--- src/rtl/circular_shifter_left_byte_n_if.sv ---
// Handshake/data bundle for the byte-granular left rotator.
// Carries one word plus rotate distance in and one rotated word out.
// No ready signal: the consumer must accept every out_valid beat.
interface circular_shifter_left_byte_n_if #(
    parameter int N = 128
);
    localparam int SW = $clog2(N / 8);

    logic          in_valid;
    logic [N-1:0]  shifting;
    logic [SW-1:0] shift_amount;
    logic          out_valid;
    logic [N-1:0]  shifted;

    // Producer side: drives the word and distance, observes the result.
    modport master (
        output in_valid,
        output shifting,
        output shift_amount,
        input  out_valid,
        input  shifted
    );

    // Rotator side.
    modport slave (
        input  in_valid,
        input  shifting,
        input  shift_amount,
        output out_valid,
        output shifted
    );
endinterface

--- src/rtl/circular_shifter_left_byte_n.sv ---
// Rotates an N-bit word left by whole bytes (log2 barrel, per-stage mod-B amounts).
// Latency 1 cycle; 2 cycles when SHIFTER_IN_REG_EN is defined (adds input register).
// No backpressure: accepts one word per cycle, output beats must be taken as produced.
module circular_shifter_left_byte_n #(
    parameter int N = 128
) (
    input  logic                          clk,
    input  logic                          rst_n,
    circular_shifter_left_byte_n_if.slave bus
);
    localparam int B  = N / 8;
    localparam int SW = $clog2(B);

    // Reject word widths that are not whole bytes or too narrow to rotate.
    generate
        if ((N % 8) != 0 || N < 16) begin : g_bad_width
            $error("circular_shifter_left_byte_n: N must be a multiple of 8 and >= 16");
        end
    endgenerate

    logic          in_v;
    logic [N-1:0]  in_d;
    logic [SW-1:0] in_sa;

`ifdef SHIFTER_IN_REG_EN
    // Optional input stage: breaks the path from the producer into the barrel.
    always_ff @(posedge clk) begin
        if (!rst_n) begin
            in_v  <= 1'b0;
            in_d  <= '0;
            in_sa <= '0;
        end else begin
            in_v  <= bus.in_valid;
            in_d  <= bus.shifting;
            in_sa <= bus.shift_amount;
        end
    end
`else
    assign in_v  = bus.in_valid;
    assign in_d  = bus.shifting;
    assign in_sa = bus.shift_amount;
`endif

    // Barrel stages: stage i rotates by 2^i bytes when in_sa[i] is set.
    // Each stage distance is reduced mod B at elaboration, so the summed
    // rotation is already in_sa mod B; this is the modulo correction and it
    // costs nothing when B is a power of two (no reduction happens).
    logic [N-1:0] stage [SW+1];

    assign stage[0] = in_d;

    generate
        for (genvar i = 0; i < SW; i++) begin : g_stage
            localparam int K = (1 << i) % B;
            if (K == 0) begin : g_pass
                assign stage[i+1] = stage[i];
            end else begin : g_rot
                assign stage[i+1] = in_sa[i]
                    ? {stage[i][N-1-8*K:0], stage[i][N-1:N-8*K]}
                    : stage[i];
            end
        end
    endgenerate

    logic         out_v_q;
    logic [N-1:0] shifted_q;

    // Output register: data only loads on a valid beat so idle cycles hold it.
    always_ff @(posedge clk) begin
        if (!rst_n) begin
            out_v_q   <= 1'b0;
            shifted_q <= '0;
        end else begin
            out_v_q <= in_v;
            if (in_v) begin
                shifted_q <= stage[SW];
            end
        end
    end

    assign bus.out_valid = out_v_q;
    assign bus.shifted   = shifted_q;
endmodule

--- src/flat_wrapper.sv ---
// flat-port wrapper written by rule: the top's interface ports become plain ports
module circular_shifter_left_byte_n_flat 
#(
    parameter int N = 128
)
  (clk, rst_n, bus_in_valid, bus_shifting, bus_shift_amount, bus_out_valid, bus_shifted);
  circular_shifter_left_byte_n_if #(.N(N)) bus_i ();
  input  logic clk;
  input  logic rst_n;
  input wire logic [$bits(bus_i.in_valid)-1:0] bus_in_valid;
  input wire logic [$bits(bus_i.shifting)-1:0] bus_shifting;
  input wire logic [$bits(bus_i.shift_amount)-1:0] bus_shift_amount;
  output wire logic [$bits(bus_i.out_valid)-1:0] bus_out_valid;
  output wire logic [$bits(bus_i.shifted)-1:0] bus_shifted;
  assign bus_i.in_valid = bus_in_valid;
  assign bus_i.shifting = bus_shifting;
  assign bus_i.shift_amount = bus_shift_amount;
  assign bus_out_valid = bus_i.out_valid;
  assign bus_shifted = bus_i.shifted;
  circular_shifter_left_byte_n #(.N(N)) u_core (.clk(clk), .rst_n(rst_n), .bus(bus_i));
endmodule
--- config.mk ---
export PLATFORM = sky130hd
export DESIGN_NAME = circular_shifter_left_byte_n_flat
export DESIGN_NICKNAME = d
export VERILOG_FILES = /design/src/rtl/circular_shifter_left_byte_n_if.sv /design/src/rtl/circular_shifter_left_byte_n.sv /design/src/flat_wrapper.sv
export SDC_FILE = /design/constraint.sdc
export NUM_CORES = 1
export LEC_CHECK = 0
export ABC_AREA = 1
export CAP_MARGIN = 25
export CORE_ASPECT_RATIO = 0.75
export CORE_MARGIN = 2
export CORE_UTILIZATION = 35
export CTS_CLUSTER_DIAMETER = 120
export DETAILED_ROUTE_END_ITERATION = 8
export HOLD_SLACK_MARGIN = 0.03
export PLACE_DENSITY = 0.65
export SETUP_SLACK_MARGIN = 0.3
export SYNTH_ARGS = -nofsm -noshare
export SYNTH_HDL_FRONTEND = slang
export SYNTH_SLANG_ARGS = --single-unit
--- constraint.sdc ---
create_clock -name clk -period 1.6 [get_ports clk]
set_input_delay 0.32 -clock clk [delete_from_list [all_inputs] [get_ports clk]]
set_output_delay 0.32 -clock clk [all_outputs]
set_load 0.01 [all_outputs]
After elaboration in Yosys (flattened, before gate mapping)
Cells that the tools add are included.

storage, ports and cells
  latch bits = 0
  memory bits (read-only) = 0
  memories kept = 0
  flip-flop bits (word level) = 129
  input bits = 135
  output and inout port bits = 129
  bits in writable memories = 0

operators by class
  shifts and indexed selects = 0
  order comparisons = 0
  $mul = 0
  equal/unequal tests = 0
  divide/modulo/power cells = 0
  add/sub/neg operators = 0
  mux-type cells = 4
  bitwise operators = 0
  reductions and logical operators = 0

operators by type and width
  operator             number
  128-bit two-way mux  4

Depth between registers and ports, before layout
Gate-level depths: netlist of the first run.

  depth in word-level cells = 4
  depth in mapped cells = 11
  gate-level depth less buffers = 9

Worst setup path after synthesis of the first run
OpenSTA, ideal clock, no wires.

  path type = input to register
  start point = input bus_in_valid
  end point = register u_core.shifted_q[3], in the netlist u_core.bus.shifted[3]
  path buffers = 3
  arrival = 1.170 ns
  stages on the path = 6
  library setup time = 0.109 ns
  data required time = 1.491 ns
  path slack = 0.321 ns
  cells stage by stage = clkbuf_1 > clkbuf_1 > clkbuf_1 > nand3_1 > nand2_1 > inv_1

RTL lines
  item                    RTL line                            RTL
  start: declaration      flat_wrapper.sv:10                  input wire logic [$bits(bus_i.in_valid)-1:0] bus_in_valid;
  end signal: assignment  circular_shifter_left_byte_n.sv:76  shifted_q <= stage[SW];
  end: declaration        circular_shifter_left_byte_n.sv:66  logic [N-1:0] shifted_q;

Worst setup path in the final report of the first run
  start point = register u_core.shifted_q[89], in the netlist u_core.bus.shifted[89]
  end point = output bus_shifted[89]

RTL lines
  item              RTL line            RTL
  end: declaration  flat_wrapper.sv:14  output wire logic [$bits(bus_i.shifted)-1:0] bus_shifted;

No word-level cell between the ends.

==> impl_metrics.ini, run 1 <==
[outcome]
outcome = finished, final reports clean

[flow_run]
drv_cap = 0

[clock_network]
cts_root_buf = clkbuf_16
clkTransAtPathRegs_ns = 0.06
clockBufferDepth = 2
numCtsBuffers = 17
cts_sinks = 129
cts_setup_buffers = 0
htree_levels = 4
cts_tree = yes
insertion_delay_ns = 0.43

[synthesis]
syn-cell-area_mm2 = 0.0109
yosys-top-cells-area = nand3_1 (29%), nand2_1 (26%), dfxtp_1 (24%), nor2_1 (8.8%), inv_1 (4.6%)
ys_types = 11
synth_cells = 2083
syn_nets = 2218
synth.top_cell.area_share = 0.293
syn_avg_cell_area_um2 = 5.25
ys_seq_area_frac = 0.236
synth_warnings = 0
synth_seq_cells = 129
synth_top_area_cell = nand3_1

[placed_design]
place_ws_ns = -0.112
post-dp-hpwl_um = 37800
place_inst = 2659
place.gp.congestion = 0.943
io_buffers = 263

[layout]
syn_to_final_growth_pct = 32.4
drive_gt1_frac = 0.131
stdcell_count = 2693
layout_common_cells = nand2_1 (768), nand3_1 (635), nor2_1 (256), inv_1 (129), clkdlybuf4s50_1 (127)
layout_commonest_cell = nand2_1
nets = 2408
fillCellCount = 3383

[hold_path]
worst_hold_path_type = input port to register

[setup_path]
path_cells = buf_4
crit_type = register to output pin
critical_path.endpoint_type = output pin
crit_slowest_cell = dfxtp_1
cpPeakStageDelay_ns = 0.35
cp_top_family = flip-flops
path_buf_inv = 1
crit_fanout = 2
crit_required_ns = 1.28
cp.arrival_ns = 0.96
worstSetupStartpointType = register

[global_routing]
grt_overflow = 0
grt_pass1_wl_um = 74200
antenna_found_initial = 1
grt_use_total = 0.297
grt_max_degree = 89
grt_pass1_vias = 12720

[power]
vdd_ir_drop_max_v = 0.000828
p_comb_frac = 0.336
p_total_w = 0.0118
switching_power_w = 0.00425
power_frac_seq = 0.314
swShare = 0.361
powerDensity_mw_per_mm2 = 813
p_int_w = 0.00753
clkPwrFrac = 0.350
leakage_nw = 7.83

[sta]
setup-tns-final_ns = 0
finalMaxSlewViolations = 0
post-route-period-util = 0.798
fmax_mhz = 783
rsz0062_at_grt = yes
period_minus_slack_ns = 1.28
tightestPinTransition_ns = 0.441
fin_skew_ns = 0
whs_ns = 0.412
setup_violations = 0
slew_headroom = 0.706
hold_violations = 0
layout_setup_ws_ns = 0.324

[routing]
vias = 14015
avgRoutedWirePerCell_um = 18.2
dr.pass1.iters = 6
wirelength_um = 49100
dr.first_iter.drc_count = 1521
remaining_drc_errors = 0
viasPerCell = 5.20
ant_nets = 0

[floorplanning]
initial_core_util = 0.353
die_area_mm2 = 0.0327
core_mm2 = 0.0310
die_y_um = 157
die_w_um = 208
rows = 56
io_pins = 264
==> cells by family after synthesis <==
group                  after synthesis  synth area share
AND/OR/NAND/NOR                   1665             0.644
buffers and inverters              289             0.120
flip-flops                         129             0.236
==> final cells by class <==
type | instances | area [um2] | area share
Antenna cell | 2 | 5.00 | 0.000345
Timing Repair Buffer | 326 | 3110 | 0.214
Clock buffer | 19 | 443 | 0.0306
Sequential cell | 129 | 2680 | 0.185
Tap cell | 406 | 508 | 0.0350
Inverter | 134 | 512 | 0.0353
Multi-Input combinational cell | 1665 | 7080 | 0.488
Clock inverter | 12 | 161 | 0.0111
==> power groups by stage <==
stage	clock network [W]	logic, W	registers [W]
after floorplan	0	0.00215	0.00379
after global placement	0	0.00403	0.00374
after detailed placement	0	0.00404	0.00374
after CTS	0.00417	0.00387	0.00369
after global routing	0.00430	0.00440	0.00372
final	0.00413	0.00396	0.00370
==> metal layers <==
layer	vias to the layer above	track usage	wire length [um]
li1	7028	-	-
met1	6377	0.397	22100
met2	558	0.443	20200
met3	52	0.110	5490
met4	0	0.0880	1270
met5	-	0	0
==> through the flow <==
step / cell area [um2] / util
after floorplan: 10900 / -
after global placement: 14200 / 0.456
after detailed placement: 14200 / 0.456
after CTS: 14300 / 0.461
after global routing: 14500 / 0.467
final: 14500 / 0.467
==> repair_timing <==
action	in CTS	in global routing
hold endpoints to repair	0	0
endpoints found under the setup margin	128	49
gates resized for setup	624	58
hold buffers	0	0
gates cloned	0	1
==> Yosys cell counts <==
master      n
buf_4      14
dfxtp_1   129
nand3_1   640
buf_2      56
buf_6      14
inv_2       1
nor2_1    256
buf_1      15
clkbuf_1   56
inv_1     133
nand2_1   769
==> worst paths after layout <==
kind / slack [ns] / cells past startpoint / start / to
setup / recovery: 0.32 / 1 / u_core.bus.shifted[89] / bus_shifted[89]
hold / removal: 0.41 / 4 / bus_in_valid / u_core.bus.shifted[124]
setup reg to reg: 0.90 / 4 / u_core.bus.shifted[117] / u_core.bus.shifted[117]
hold reg to reg: 0.55 / 4 / u_core.bus.shifted[48] / u_core.bus.shifted[48]
==> state kept, by name, indices dropped and copies added (netlist names) <==
register and cells:
u_core.bus.out_valid 1, u_core.bus.shifted 128
Power figures use the tool's default switching activity.
==> inputs of run 2 (changes only) <==
PLACE_DENSITY = 0.67   (was 0.65)
clock period = 1.1 ns   (was 1.6 ns; I/O delays follow)
==> impl_metrics.ini, run 2 (synthesis results as in run 1) <==
[placed_design]
place.gp.congestion = 0.942
post-dp-hpwl_um = 38700
io_buffers = 263
place_inst = 2700
place_ws_ns = -0.498

[layout]
drive_gt1_frac = 0.399
multi_input_area_mm2 = 0.00948
nets = 2500
layout_commonest_cell = nand2_1
syn_to_final_growth_pct = 75.2
seq_area_mm2 = 0.00281
stdcell_count = 2784
layout_common_cells = nand2_1 (533), nand3_1 (383), nor2_1 (255), nand3_2 (225), nand2_2 (190)
largest_reg_flops = 128
final_util = 0.618
fillCellCount = 2704
antennaDiodeCount = 0

[sta]
layout_setup_ws_ns = -0.0839
period_minus_slack_ns = 1.18
post-route-period-util = 1.08
tightestPinTransition_ns = 0.384
fin_skew_ns = 0
fmax_mhz = 845
setup_violations = 115
finalMaxSlewViolations = 0
rsz0062_at_grt = yes
slew_headroom = 0.744
whs_ns = 0.188
hold_violations = 0

[clock_network]
cts_root_buf = clkbuf_16
cts_sinks = 129
hold_buffers = 0
insertion_delay_ns = 0.44
numCtsBuffers = 17
cts_tree = yes
htree_levels = 4
clockBufferDepth = 2
clkTransAtPathRegs_ns = 0.06

[global_routing]
grt_pass1_wl_um = 82900
grt_max_degree = 68
grt_pass1_vias = 14194
grt_overflow = 0
grt_use_total = 0.330
antenna_found_initial = 0

[flow_run]
drv_cap = 0

[setup_path]
worstSetupStartpointType = input port
crit_fanout = 32
crit_type = input port to register
cp.arrival_ns = 1.53
critical_path.endpoint_type = register
reg2reg_slack_ns = 0.27
crit_required_ns = 1.44

[floorplanning]
initial_core_util = 0.353
rows = 56
io_pins = 264
die_area_mm2 = 0.0327
die_w_um = 208
die_y_um = 157
core_mm2 = 0.0310

[routing]
avgRoutedWirePerCell_um = 20.8
vias = 15566
ant_nets = 0
dr.first_iter.drc_count = 1822
remaining_drc_errors = 0
wirelength_um = 57900
viasPerCell = 5.59
dr.pass1.iters = 7

[power]
vdd_ir_drop_max_v = 0.00121
powerDensity_mw_per_mm2 = 1020
leakage_nw = 10.1

[outcome]
violations = negative setup slack
outcome = complete, but fails checks

[hold_path]
worst_hold_path_type = input port to register
[run 2: final timing paths]
check | from | cells after the start | end
worst max register to register | u_core.bus.shifted[30] | 5 | u_core.bus.shifted[30]
worst min register to register | u_core.bus.shifted[112] | 4 | u_core.bus.shifted[112]
worst min-delay path | rst_n | 3 | u_core.bus.out_valid
worst max-delay path | bus_shift_amount[0] | 11 | u_core.bus.shifted[25]
[run 2: per-layer routing]
| metal | part of all wire | GRT usage | vias to the layer above |
|---|---|---|---|
| met1 | 0.41 | 0.424 | 7359 |
| met2 | 0.44 | 0.519 | 782 |
| li1 | - | - | 7257 |
| met5 | 0 | 0 | - |
| met4 | 0.040 | 0.115 | 0 |
| met3 | 0.11 | 0.110 | 168 |
[run 2: worst max-delay path, stage by stage]
cell     delay, ns
buf_16        0.13
buf_12        0.12
buf_16        0.17
nand2_1       0.13
nand3_1       0.19
nand3_2       0.17
nand2_2       0.09
nand2_1       0.06
nand3_1       0.10
nand2_1       0.08
inv_1         0.03
[run 2: area by class of cell]
| class | count | share of cell area |
|---|---|---|
| Clock inverter | 11 | 0.00796 |
| Tap cell | 406 | 0.0265 |
| Timing Repair inverter | 6 | 0.00587 |
| Multi-Input combinational cell | 1665 | 0.494 |
| Sequential cell | 129 | 0.147 |
| Inverter | 134 | 0.0294 |
| Timing Repair Buffer | 412 | 0.265 |
| Clock buffer | 21 | 0.0245 |
[run 2: report_power, final]
group | total (W) | switching, W | internal (W)
Combinational | 0.00782 | 0.00451 | 0.00331
Sequential | 0.00550 | 0.000382 | 0.00511
Clock | 0.00624 | 0.00248 | 0.00377
[run 2: per-stage QoR]
stage	setup TNS, ns	cell area (um2)	power (W)
after floorplan	0	11300	0.00876
after global placement	-54.65	14600	0.0115
after detailed placement	-56.15	14600	0.0115
after CTS	-3.47	17000	0.0185
after global routing	-9.59	19200	0.0204
final	-3.39	19200	0.0196
[run 2: repair_timing]
action	4_1_cts	5_1_grt
gates cloned	18	7
endpoints found under the setup margin	257	257
hold endpoints to repair	0	0
pin swaps	60	83
setup buffers	19	8
resized for setup	944	475
==> inputs of run 3 (changes only) <==
CAP_MARGIN = 10   (was 25)
REMOVE_ABC_BUFFERS = 1   (was unset)
==> impl_metrics.ini, run 3 (synthesis results as in run 1) <==
[layout]
layout_commonest_cell = nand2_1
largest_reg_flops = 128
fillCellCount = 2665
syn_to_final_growth_pct = 74.7
final_area_mm2 = 0.0191
drive_gt1_frac = 0.384
nets = 2461
layout_common_cells = nand2_1 (548), nand3_1 (376), nor2_1 (256), nand3_2 (218), nand2_2 (170)
final_util = 0.616

[sta]
rsz0062_at_grt = yes
tightestPinTransition_ns = 0.451
fin_skew_ns = 0
hold_violations = 0
finalMaxSlewViolations = 0
slew_headroom = 0.700
period_minus_slack_ns = 1.19
post-route-period-util = 1.08
setup_violations = 61
layout_setup_ws_ns = -0.0924
fmax_mhz = 839

[power]
p_int_w = 0.0127
vdd_ir_drop_max_v = 0.00107
p_comb_frac = 0.380
switching_power_w = 0.00710
leakage_nw = 9.92
swShare = 0.358
power_frac_seq = 0.274
powerDensity_mw_per_mm2 = 1040
clkPwrFrac = 0.345

[outcome]
outcome = complete, but fails checks
violations = negative setup slack

[clock_network]
hold_buffers = 0
numCtsBuffers = 17
clockBufferDepth = 2
insertion_delay_ns = 0.44
cts_tree = yes
cts_root_buf = clkbuf_16
cts_sinks = 129
htree_levels = 4
clkTransAtPathRegs_ns = 0.07

[global_routing]
grt_overflow = 0
grt_pass1_vias = 13346
antenna_found_initial = 6
grt_max_degree = 62
grt_pass1_wl_um = 69800
grt_use_total = 0.267

[floorplanning]
initial_core_util = 0.353
die_y_um = 157
die_area_mm2 = 0.0327
rows = 56
core_mm2 = 0.0310
io_pins = 264
die_w_um = 208

[placed_design]
post-dp-hpwl_um = 29100
place.gp.congestion = 0.963
io_buffers = 263
dpl_cell_area_mm2 = 0.0140

[routing]
wirelength_um = 51900
viasPerCell = 5.58
avgRoutedWirePerCell_um = 18.9
dr.first_iter.drc_count = 1573
remaining_drc_errors = 0
ant_nets = 0
dr.pass1.iters = 8
vias = 15339

[setup_path]
cp.arrival_ns = 1.57
critical_path.endpoint_type = register
crit_type = input port to register
crit_required_ns = 1.48
worstSetupStartpointType = input port
crit_fanout = 8

[flow_run]
drv_cap = 0

[hold_path]
worst_hold_path_type = input port to register
-- run 3: changes by cell type in the layout (fill, tap and decap cells not counted), moves of 13 or more --
cell / previous run / this run
buf_12: 50 / 27
buf_4: 77 / 36
buf_6: 124 / 138
clkdlybuf4s50_1: 15 / 28
dfxtp_2: 101 / 125
dfxtp_4: 27 / 3
nand2_1: 533 / 548
nand2_2: 190 / 170
nand2_8: 8 / 21
nand3_4: 32 / 46
-- run 3: stage by stage --
stage               total power [W]  worst slack, ns  hold slack (ns)  setup TNS, ns  cells
floorplan                   0.00818            -1.76            0.313        -225.50   1928
global placement             0.0108           -0.387            0.537         -42.44   2648
detailed placement           0.0109           -0.398            0.540         -43.01   2648
CTS                          0.0185          -0.0457            0.191          -1.66   2715
global route                 0.0207          -0.0937            0.203          -4.93   2747
finish                       0.0198          -0.0924            0.205         -0.967   2748
-- run 3: timing repair --
item	4_1_cts	5_1_grt
cloned	19	20
gates resized for setup	988	576
setup buffers	16	10
pin swaps	77	134
endpoints found under the setup margin	257	257
endpoints found under the hold margin	0	0
-- run 3: critical path, stage by stage --
cell       delay (ns)
buf_16           0.14
buf_12           0.15
inv_16           0.11
clkbuf_16        0.18
nand2_2          0.10
nand3_2          0.13
nand3_1          0.12
nand2_1          0.16
nand2_1          0.07
nand3_1          0.08
nand2_1          0.05
inv_1            0.04
-- run 3: per-layer routing --
layer,track usage,wire length [um],vias to the layer above
met4,0.0839,2200,0
li1,-,-,7171
met5,0,0,-
met3,0.0625,5570,207
met1,0.358,21200,6973
met2,0.426,23000,988
-- run 3: cell type report --
class | instances | area [um2] | share of cell area
Timing Repair Buffer | 376 | 4870 | 0.255
Clock buffer | 20 | 447 | 0.0234
Inverter | 134 | 566 | 0.0296
Sequential cell | 129 | 2750 | 0.144
Timing Repair inverter | 3 | 40.0 | 0.00209
Clock inverter | 12 | 229 | 0.0120
Multi-Input combinational cell | 1665 | 9710 | 0.508
Tap cell | 406 | 508 | 0.0266
Antenna cell | 3 | 7.51 | 0.000393
-- run 3: worst paths after layout --
check | startpoint | endpoint | slack (ns) | depth (start not counted)
max | bus_shift_amount[0] | u_core.bus.shifted[57] | -0.09 | 12
min | bus_in_valid | u_core.bus.shifted[44] | 0.20 | 4
max reg2reg | u_core.bus.shifted[77] | u_core.bus.shifted[77] | 0.30 | 5
min reg2reg | u_core.bus.shifted[96] | u_core.bus.shifted[96] | 0.55 | 4
-- run 3: power by group through the flow --
stage | logic [W] | registers [W] | clock network [W]
after global placement | 0.00546 | 0.00537 | 0
final | 0.00754 | 0.00543 | 0.00684
after CTS | 0.00612 | 0.00543 | 0.00690
after floorplan | 0.00267 | 0.00551 | 0
after global routing | 0.00813 | 0.00547 | 0.00712
after detailed placement | 0.00550 | 0.00538 | 0
